`src/rtl/alu_writeback_stage.sv`:
```
// alu_writeback_stage
// Sits directly behind the 16-bit add/sub ALU. Each accepted ALU result is
// buffered with its destination register in a small in-order queue, the
// architectural N/Z flags are updated at accept time, and the queue drains
// into the register-file write port under a valid/ready handshake. A
// combinational lookup lets the operand stage bypass buffered results.
//
// Ports:
//   clk, reset          rising-edge clock, asynchronous active-high reset
//   i_valid / o_ready   upstream handshake (o_ready depends on state only)
//   i_result, i_n, i_z  ALU result and flags
//   i_rd, i_wr_en       destination register and write enable
//   i_set_flags         instruction updates the N/Z flag register
//   o_rf_we, o_rf_waddr, o_rf_wdata, i_rf_ready   register-file write port
//   o_flag_n, o_flag_z  architectural flags
//   i_q_addr, o_fwd_hit, o_fwd_data   forwarding lookup
//   o_count             queue occupancy
module alu_writeback_stage #(
  parameter int DATA_W = 16,
  parameter int ADDR_W = 3,
  parameter int DEPTH  = 2
) (
  input  logic                     clk,
  input  logic                     reset,
  input  logic                     i_valid,
  output logic                     o_ready,
  input  logic [DATA_W-1:0]        i_result,
  input  logic                     i_n,
  input  logic                     i_z,
  input  logic [ADDR_W-1:0]        i_rd,
  input  logic                     i_wr_en,
  input  logic                     i_set_flags,
  output logic                     o_rf_we,
  output logic [ADDR_W-1:0]        o_rf_waddr,
  output logic [DATA_W-1:0]        o_rf_wdata,
  input  logic                     i_rf_ready,
  output logic                     o_flag_n,
  output logic                     o_flag_z,
  input  logic [ADDR_W-1:0]        i_q_addr,
  output logic                     o_fwd_hit,
  output logic [DATA_W-1:0]        o_fwd_data,
  output logic [$clog2(DEPTH):0]   o_count
);

  localparam int PTR_W = $clog2(DEPTH);
  localparam int CNT_W = PTR_W + 1;

  logic [DATA_W-1:0] result_q [DEPTH];
  logic [DATA_W-1:0] result_d [DEPTH];
  logic [ADDR_W-1:0] rd_q     [DEPTH];
  logic [ADDR_W-1:0] rd_d     [DEPTH];
  logic [DEPTH-1:0]  wen_q, wen_d;
  logic [PTR_W-1:0]  head_q, head_d;
  logic [PTR_W-1:0]  tail_q, tail_d;
  logic [CNT_W-1:0]  count_q, count_d;
  logic              flag_n_q, flag_n_d;
  logic              flag_z_q, flag_z_d;
  logic [ADDR_W-1:0] last_waddr_q, last_waddr_d;
  logic [DATA_W-1:0] last_wdata_q, last_wdata_d;

  logic accept;
  logic head_valid;
  logic head_wen;
  logic retire;

  // Ready comes only from the occupancy register, so a full queue stays
  // not-ready even in a cycle where the head retires.
  assign o_ready    = (count_q < CNT_W'(DEPTH));
  assign accept     = i_valid && o_ready;
  assign head_valid = (count_q != '0);
  assign head_wen   = wen_q[head_q];
  // Non-writing entries retire without waiting for the register file.
  assign retire     = head_valid && (!head_wen || i_rf_ready);

  assign o_rf_we    = head_valid && head_wen;
  // When no write is presented the port keeps showing the last write.
  assign o_rf_waddr = o_rf_we ? rd_q[head_q]     : last_waddr_q;
  assign o_rf_wdata = o_rf_we ? result_q[head_q] : last_wdata_q;

  assign o_flag_n = flag_n_q;
  assign o_flag_z = flag_z_q;
  assign o_count  = count_q;

  always_comb begin
    result_d     = result_q;
    rd_d         = rd_q;
    wen_d        = wen_q;
    head_d       = head_q;
    tail_d       = tail_q;
    count_d      = count_q;
    flag_n_d     = flag_n_q;
    flag_z_d     = flag_z_q;
    last_waddr_d = last_waddr_q;
    last_wdata_d = last_wdata_q;

    if (accept) begin
      result_d[tail_q] = i_result;
      rd_d[tail_q]     = i_rd;
      wen_d[tail_q]    = i_wr_en;
      tail_d           = tail_q + PTR_W'(1);
      // Flags follow program order at accept time, independent of drain.
      if (i_set_flags) begin
        flag_n_d = i_n;
        flag_z_d = i_z;
      end
    end

    if (retire) begin
      head_d = head_q + PTR_W'(1);
    end

    case ({accept, retire})
      2'b10:   count_d = count_q + CNT_W'(1);
      2'b01:   count_d = count_q - CNT_W'(1);
      default: count_d = count_q;
    endcase

    if (o_rf_we) begin
      last_waddr_d = rd_q[head_q];
      last_wdata_d = result_q[head_q];
    end
  end

  // Walk from head (oldest) towards tail (youngest) so the last match wins.
  // The retiring head is still part of the scan; the incoming result is not.
  always_comb begin
    logic [PTR_W-1:0] idx;
    o_fwd_hit  = 1'b0;
    o_fwd_data = '0;
    idx        = '0;
    for (int i = 0; i < DEPTH; i++) begin
      idx = head_q + PTR_W'(i);
      if ((CNT_W'(i) < count_q) && wen_q[idx] && (rd_q[idx] == i_q_addr)) begin
        o_fwd_hit  = 1'b1;
        o_fwd_data = result_q[idx];
      end
    end
  end

  always_ff @(posedge clk or posedge reset) begin
    if (reset) begin
      for (int i = 0; i < DEPTH; i++) begin
        result_q[i] <= '0;
        rd_q[i]     <= '0;
      end
      wen_q        <= '0;
      head_q       <= '0;
      tail_q       <= '0;
      count_q      <= '0;
      flag_n_q     <= 1'b0;
      flag_z_q     <= 1'b0;
      last_waddr_q <= '0;
      last_wdata_q <= '0;
    end else begin
      for (int i = 0; i < DEPTH; i++) begin
        result_q[i] <= result_d[i];
        rd_q[i]     <= rd_d[i];
      end
      wen_q        <= wen_d;
      head_q       <= head_d;
      tail_q       <= tail_d;
      count_q      <= count_d;
      flag_n_q     <= flag_n_d;
      flag_z_q     <= flag_z_d;
      last_waddr_q <= last_waddr_d;
      last_wdata_q <= last_wdata_d;
    end
  end

endmodule

```
`config.mk`:
```
export PLATFORM = sky130hd
export DESIGN_NAME = alu_writeback_stage
export DESIGN_NICKNAME = d
export VERILOG_FILES = /design/src/rtl/alu_writeback_stage.sv
export SDC_FILE = /design/constraint.sdc
export NUM_CORES = 1
export LEC_CHECK = 0
export CORE_MARGIN = 1.5
export CORE_UTILIZATION = 42
export CTS_CLUSTER_DIAMETER = 30
export CTS_CLUSTER_SIZE = 40
export DETAILED_ROUTE_END_ITERATION = 12
export DONT_BUFFER_PORTS = 1
export SLEW_MARGIN = 15
export SYNTH_ARGS = -nofsm -noshare
export SYNTH_HDL_FRONTEND = slang
export SYNTH_SLANG_ARGS = --single-unit
```
`constraint.sdc`:
```
create_clock -name clk -period 4.7 [get_ports clk]
set_input_delay 0.705 -clock clk [delete_from_list [all_inputs] [get_ports clk]]
set_output_delay 0.705 -clock clk [all_outputs]
set_load 0.01 [all_outputs]
```
; After elaboration in Yosys (flattened, before gate mapping)
; Index checks and enable logic that the tools add are counted.
[totals]
regBits = 65
memories = 0
rom_bits = 0
latchBits = 0
output_inout_bits = 42
ram_bits = 0
in_bits = 30
[op_classes]
bitwise_logic = 3
div_mod_pow = 0
n_lt_le_gt_ge = 11
shifts = 0
n_eq_ne = 4
add_sub_neg = 4
multipliers = 0
mux = 32
reduce_logical = 14
[ops]
columns = operator, count
row1 = 16-bit two-way mux, 10
row2 = 32-bit bitwise mux, 1
row3 = 3-bit two-way mux, 8
row4 = 16-bit demux with 1-bit select, 1
row5 = 1-bit logical AND, 9
row6 = 1-bit two-way mux, 7
row7 = 6-bit bitwise mux, 1
row8 = 3-bit == test, 2
row9 = 2-bit >= comparator (second input constant), 3
row10 = 1-bit by 2-bit less-than comparator with 1-bit output (second input constant), 3
row11 = 1-bit NOT with 2-bit output, 3
row12 = 1-bit by 2-bit less-than comparator with 1-bit output (first input constant), 2
row13 = 2-bit case mux with 2 select lines, 1
row14 = 2-bit nonzero test, 2
row15 = 3-bit demux with 1-bit select, 1
row16 = 1-bit adder (second input constant), 2
row17 = 2-bit by 1-bit adder with 2-bit output (second input constant), 1
row18 = 2-bit bitwise mux, 1
row19 = 2-bit by 1-bit == test with 1-bit output (second input constant), 1
row20 = 2-bit == test (second input constant), 1
row21 = 2-bit by 1-bit less-than comparator with 1-bit output (second input constant), 1
row22 = 2-bit less-than comparator (second input constant), 1
row23 = 2-bit AND reduction, 1
row24 = 2-bit by 1-bit subtractor with 2-bit output (second input constant), 1
row25 = 4 further kinds, 4

; Longest topological paths before layout
; Gate-level depths: netlist (run 1).
[logic_depth]
word_depth = 8
ltp_mapped = 9

; Worst setup path before layout (run 1)
; Ideal clock, no wire load.
[synth_path]
kind = input-to-output
from = in i_q_addr[1]
to = out o_fwd_data[11]
stages = 7
n_path_buf = 2
slack_ns = 2.099
arrival_time_ns = 1.896
path_cell_list = xor2_1 o32ai_1 nand4_1 buf_2 clkbuf_1 nand3_1 a22oi_1
[synth_via]
elab_chain_len = 4
elab_cells_between_ends = 6
classes_between = 2 x eq/ne / 2 x mux / 2 x reduce/logical
[synth_rtl]
columns = element, line_no
row1 = from (decl), 39  ; input logic [ADDR_W-1:0] i_q_addr,
row2 = 3-bit == test, 133  ; if ((CNT_W'(i) < count_q) && wen_q[idx] && (rd_q[idx] == i_q_addr)) begin
row3 = 1-bit logical AND, 133
row4 = 16-bit two-way mux, 133
row5 = 16-bit two-way mux (*), 133
row6 = to (decl), 41  ; output logic [DATA_W-1:0] o_fwd_data,
; Every way passes the cells marked *; elsewhere a longest branch is shown, timed or not.

; Worst setup path after layout (run 1)
[layout_path]
from = reg head_q
to = out o_fwd_data[2]
[layout_via]
elab_chain_len = 8
elab_cells_between_ends = 27
classes_between = 1 x add/sub / 2 x eq/ne / 18 x mux / 2 x bitwise / 4 x reduce/logical
[layout_rtl]
columns = element, line_no
row1 = from (decl), 53  ; logic [PTR_W-1:0] head_q, head_d;
row2 = from (signal assigned), 147  ; head_q <= '0;
row3 = from (signal assigned), 160  ; head_q <= head_d;
row4 = 1-bit adder / 1-bit NOT with 2-bit output (equally long branches), "132, 133, 135"
row5 = 1-bit NOT with 2-bit output (not written as such) / 3-bit two-way mux (equally long branches), "133, 135"
row6 = 3-bit two-way mux (not written as such) (2 in a row), 133
row7 = 3-bit two-way mux (not written as such) / 3-bit == test (equally long branches), 133
row8 = 3-bit == test / 1-bit logical AND (equally long branches), 133
row9 = 1-bit logical AND / 16-bit two-way mux (equally long branches), 133
row10 = 16-bit two-way mux (*), 133
; Every way passes the cells marked *; elsewhere a longest branch is shown, timed or not. The select of a mux whose other input is x is not followed.

==> run metrics, run 1 <==
Synth Register Bits=65; ANT nets after route=0; layer with the highest usage=met2; Worst Path Required=3990 ps; register area share after synthesis=46.31%; Final Skew=6.321 ps; layout cell share with drive strength beyond 1=27.05%; placer congestion estimate=0.8059; crit path time final=3484 ps; Starting Density=42.96%; sequential share of power=36.5%; GR Util met1=22.48%; area of the core=8175 sq um; syn_nets=361; Reg clk slew, reported paths=70 ps; hold slack=262.8 ps; width of the die=94.45 um; Post-Route WL=7.536 mm; Cell Area, Synth=3512 sq um; Layout area overhead=8.194%; met2 usage=28.48%; Clock Power Share=15.7%; CTS tree=built; P_leak=1.617 nW; area leader, netlist=dfrtp_1; clock buffer depth=2; top post-synthesis cells by area=dfrtp_1 46%, mux2_2 14%, mux2i_1 4.0%; worst slew pin tran=1036 ps; largest net degree at the start of global routing=73; post-CTS resize count=0; Die Span Y=94.45 um; Largest stage delay, worst path=550 ps; switching pwr=0.001301 W; final net count=357; Final Cycle Share=74.12%; placed instance area=3598 sq um; met3 usage=7.246%; pwr dens=789.1 nW/um^2; Syn Area/Cell=10.71 sq um; Crit-path slowest cell=buf_4; via-per-instance ratio=5.449; Total Die Area=8920 sq um; total CTS buffers=9; I/O pin count=72; Max Cap Viol=0; Post-CTS Setup Inserts=0; slew margin rel.=30.79%; antenna violations before repair=0; overall routing resource usage=18.14%; hpwl dp=5.171 mm; critical path fanouts, max=72; Ant. Diodes=0; Distinct cells, synth=33; Buf+Inv Stages, Crit Path=2; internal power=0.001698 W; family with the most delay on the worst path=buffers and inverters; Final Hold Viols=0; Hold Buf Count CTS=0; Crit. End Element=output pin; worst vdd ir=0.0004168 V; cells after synthesis=328; drt initial violations=65; Max Slew Vio Count=0; switching part of the total power=43.37%; Setup CP Type=reg2out; DR vias=2,365; H-tree levels=3; port bufs=0; clk sinks=65; final setup TNS=0 ps; maximum operating frequency=287.1 MHz; combinational share of power=47.8%; row count=33; Setup crit start kind=flip-flop; worst skew pair latency=340 ps; total gr overflow=0; vias in the first global route=2,364; RSZ-0062 raised after global routing=no; first-pass GRT wire length=12.14 mm; CP cell instances=buf_4, mux2i_1, xor2_1, nand4_1, buf_4, nand2_2, o211ai_1; status=finished, final reports clean; final setup fails=0; Clock Root Buffer=clkbuf_8; crit path DAT=2780 ps; Design Area, Final=3800 sq um; WL per Instance=17.36 um; DR DRC count=0; Synth top area share=46.31%; Synth warnings=0; worst min path class=in2async; crit-path most repeated cell=buf_4; drt first pass iters=4
==> state kept, by name, summed over array words and instances, names as in the netlist <==
| signal | count |
|---|---|
| head_q | 1 |
| last_waddr_q | 3 |
| last_wdata_q | 16 |
| o_count | 2 |
| o_flag_n | 1 |
| o_flag_z | 1 |
| rd_q | 6 |
| result_q | 32 |
| tail_q | 1 |
| wen_q | 2 |
==> power by group through the flow <==
stage	Sequential (W)	Clock, W	Combinational (W)
3_3_place_gp	0.00110	0	0.00142
3_5_place_dp	0.00110	0	0.00145
5_1_grt	0.00114	0.000516	0.00159
2_1_floorplan	0.00102	0	0.00124
6_report	0.00109	0.000472	0.00143
4_1_cts	0.00109	0.000491	0.00145
==> routing by layer <==
metal | wire length, um | up-vias
li1 | - | 1144
met1 | 3303 | 1157
met2 | 3530 | 53
met3 | 580 | 11
met4 | 121 | 0
met5 | 0 | -
==> cells in the mapped netlist (all sizes together) <==
library cell,n
o21ba,5
nor4,5
xnor2,5
mux2,43
and2,1
o21ai,1
xor2,6
a21o,11
mux2i,15
clkbuf,13
inv,13
ha,3
nor2,21
a22oi,5
nand4,12
a21oi,9
nand2,28
o211ai,11
nand3,10
nor4b,1
nand2b,22
nor2b,1
o32ai,1
a31oi,11
dfrtp,65
buf,10
==> worst paths after layout <==
kind	startpoint	to	slack [ps]	depth (start not counted)
max	head_q$_DFFE_PP0P_	o_fwd_data[2]	1220	7
min	reset	result_q[9]$_DFFE_PP0P_	260	1
max reg2reg	o_count[1]$_DFFE_PP0P_	last_wdata_q[8]$_DFF_PP0_	2580	7
min reg2reg	result_q[25]$_DFFE_PP0P_	result_q[25]$_DFFE_PP0P_	540	1
max in group asynchronous	reset	head_q$_DFFE_PP0P_	3470	2
min in group clk	i_n	o_flag_n$_DFFE_PP0P_	510	1
==> layout by cell type, fill, tap and decap left out, drive strengths merged <==
master    netlist  layout
xor2            6       6
nor2b           1       1
ha              3       3
dfrtp          65      65
clkinvlp        0       2
o21ba           5       5
nor4            5       5
inv            13      13
a22oi           5       5
o32ai           1       1
mux2i          15      15
nand4          12      12
bufinv          0       1
o21ai           1       1
nand2          28      28
a21oi           9       9
mux2           43      43
and2            1       1
nand2b         22      22
nand3          10      10
nor2           21      21
xnor2           5       5
nor4b           1       1
clkinv          0       2
clkbuf         13      11
buf            10       8
a21o           11      11
a31oi          11      11
o211ai         11      11
==> cell families after synthesis <==
group	share of synthesized area [%]
compound gates	12.26
xor+xnor	2.957
fa+ha+maj	1.069
buf+inv	4.525
flops	46.31
mux	18.17
simple gates	14.71
==> metrics by stage <==
step,worst slack (ps),instances,total power (W),util (%)
floorplan,2099,328,0.002264,-
global placement,1591,418,0.002519,44.02
detailed placement,1541,418,0.002554,44.02
CTS,1160,434,0.003036,46.42
global route,971.4,434,0.003246,46.48
finish,1216,434,0.002998,46.48
==> area by class of cell <==
class	count	area (sq um)
fill	762	4375
multi-input combinational	227	1735
sequential	65	1628
clock buffer	11	141.4
tap	105	131.4
timing repair buffer	8	60.06
clock inverter	5	55.05
inverter	13	48.80
Note: power is estimated with default switching activity, not from simulation.
==> inputs of run 2 (changes only) <==
- clock period: 4.7 -> 2.91 ns (I/O delays scaled with it)
==> run 2 against run 1 <==
  * Hold slack lost 200 ps
  * Utilization grew 1.0 points
  * Power grew 64%
  * Largest power group unchanged
  * Sequential share of layout area shrank 0.87 points
  * Highest routed layer unchanged
  * Critical path type unchanged
  * Combinational power grew 71%
  * Clock-buffer cell count grew 3
  * Cell area grew 2.2%
  * Clock skew shrank 0.64 ps
  * Global-route usage grew 0.71 points
  * Routed wire length grew 5.0%
==> run metrics, run 2 (synthesis gave the netlist of run 1 again) <==
Die Span Y=94.45 um (unchanged); Worst Path Required=2470 ps (-1520 ps); clk sinks=65 (unchanged); Final Skew=5.677 ps (-0.6447 ps); first-pass GRT wire length=12.68 mm (+4.4%); DR vias=2,445 (+3.4%); port bufs=0 (unchanged); crit path time final=2823 ps; Post-Route WL=7.914 mm (+5.0%); crit path DAT=2390 ps (-390 ps); worst min path class=in2async; antenna violations before repair=0 (unchanged); maximum operating frequency=354.3 MHz; Ant. Diodes=0 (unchanged); RSZ-0062 raised after global routing=yes; overall routing resource usage=18.85% (+0.71 points); most common cell after layout, fill and taps aside=dfrtp_1; status=finished, final reports clean; Max Slew Vio Count=0 (unchanged); hold slack=61.45 ps (-201.3 ps); width of the die=94.45 um (unchanged); Starting Density=42.96% (unchanged); area of the core=8175 sq um (unchanged); DR DRC count=0 (unchanged); total gr overflow=0 (unchanged); most frequent cells in the layout=62 x dfrtp_1, 42 x mux2_2, 27 x nand2_1, 22 x nand2b_1, 20 x nor2_1; Crit-path slowest cell=dfrtp_2; Crit. End Element=output pin; ANT nets after route=0 (unchanged); Reg clk slew, reported paths=70 ps (about the same); filler-free cell count of the finished design=443 (+2.1%); Final Hold Viols=0 (unchanged); Clock Root Buffer=clkbuf_8; pwr dens=1263 nW/um^2 (+60%); Buf+Inv Stages, Crit Path=3 (+1); Register-to-Register Path Depth=6 (-1); layout cell share with drive strength beyond 1=30.18% (+3.1 points); largest registers=result_q x32, last_wdata_q x16, rd_q x6; final setup TNS=0 ps (unchanged); Reg-to-Reg Start=head_q$_DFFE_PP0P_; WL per Instance=17.86 um (+2.9%); Layout area overhead=10.62%; r2r setup slk=840 ps (-1740 ps); Total Die Area=8920 sq um (unchanged); worst vdd ir=0.0006213 V (+49%); I/O pin count=72 (unchanged); total CTS buffers=9 (unchanged); Setup CP Type=reg2out; Hold Buf Count CTS=0 (unchanged); slew margin rel.=58.03% (+27 points); DP Cell Count=424 (+1.4%); Critical R2R Capture=last_wdata_q[13]$_DFF_PP0_; final worst slack=87.30 ps (-1129 ps); vias in the first global route=2,437 (+3.1%); row count=33 (unchanged); pre-CTS setup slack=256.0 ps (-1285 ps); placer congestion estimate=0.7585 (-5.9%); CP cell instances=clkbuf_2, o32ai_1, nand4_1, buf_6, o21ba_2, a22oi_1, buf_4; Largest register FFs=32 (unchanged); final net count=366 (+2.5%); P_leak=1.673 nW (+3.5%); via-per-instance ratio=5.519 (+1.3%); Final Cycle Share=97.00%; critical path fanouts, max=39 (-46%); clock buffer depth=2 (unchanged); hpwl dp=5.262 mm (+1.8%); largest net degree at the start of global routing=71 (-2.7%); family with the most delay on the worst path=compound AO/OA/AOI/OAI gates; drt first pass iters=5 (+1); CTS tree=built; Max Cap Viol=0 (unchanged); Largest stage delay, worst path=480 ps (-70 ps); register name with the most flops=result_q; final setup fails=0 (unchanged); worst skew pair latency=330 ps (about the same); H-tree levels=3 (unchanged); drt initial violations=86 (+32%); worst slew pin tran=628.7 ps (-406.9 ps); Setup crit start kind=flip-flop
==> run 2: report_power, final <==
group	switching, W	internal [W]	total, W
registers	0.000380	0.00139	0.00177
clock network	0.000338	0.000356	0.000694
logic	0.00141	0.00103	0.00244
total	0.00212	0.00278	0.00491
==> run 2: worst max path at each step <==
stage          cells after the start        endpoint              startpoint
3_5_place_dp                       5   o_fwd_data[2]      head_q$_DFFE_PP0P_
3_3_place_gp                       5   o_fwd_data[2]      head_q$_DFFE_PP0P_
4_1_cts                            7  o_fwd_data[13]      head_q$_DFFE_PP0P_
2_1_floorplan                      8   o_fwd_data[0]  o_count[1]$_DFFE_PP0P_
5_1_grt                            8  o_fwd_data[12]      head_q$_DFFE_PP0P_
6_report                           7  o_fwd_data[13]      head_q$_DFFE_PP0P_
==> run 2: layout make-up <==
class / instances / area [sq um]
fill: 771 / 4290
multi-input combinational: 227 / 1758
sequential: 65 / 1630
clock buffer: 14 / 162.7
timing repair buffer: 17 / 141.4
tap: 105 / 131.4
inverter: 13 / 48.80
clock inverter: 2 / 12.51
==> run 2: repair_timing <==
| action | 4_1_cts | 5_1_grt |
|---|---|---|
| setup buffers | 2 | 1 |
| setup endpoints to repair | 12 | 23 |
| pin swaps | 1 | 0 |
| gates cloned | 0 | 0 |
| gates resized for setup | 1 | 8 |
==> run 2: stage by stage <==
step / area [sq um] / util, % / total power (W)
3_5_place_dp: 3656 / 44.72 / 0.004194
2_1_floorplan: 3512 / - / 0.003657
3_3_place_gp: 3656 / 44.72 / 0.004115
6_report: 3885 / 47.52 / 0.004906
4_1_cts: 3851 / 47.11 / 0.004917
5_1_grt: 3885 / 47.52 / 0.005321
==> run 2: layer usage <==
metal | vias to the layer above | global-route usage [%] | wire (um)
li1 | 1166 | - | -
met1 | 1214 | 24.49 | 3484
met2 | 58 | 29.38 | 3811
met3 | 7 | 5.636 | 540
met4 | 0 | 7.587 | 78
met5 | - | 0 | 0
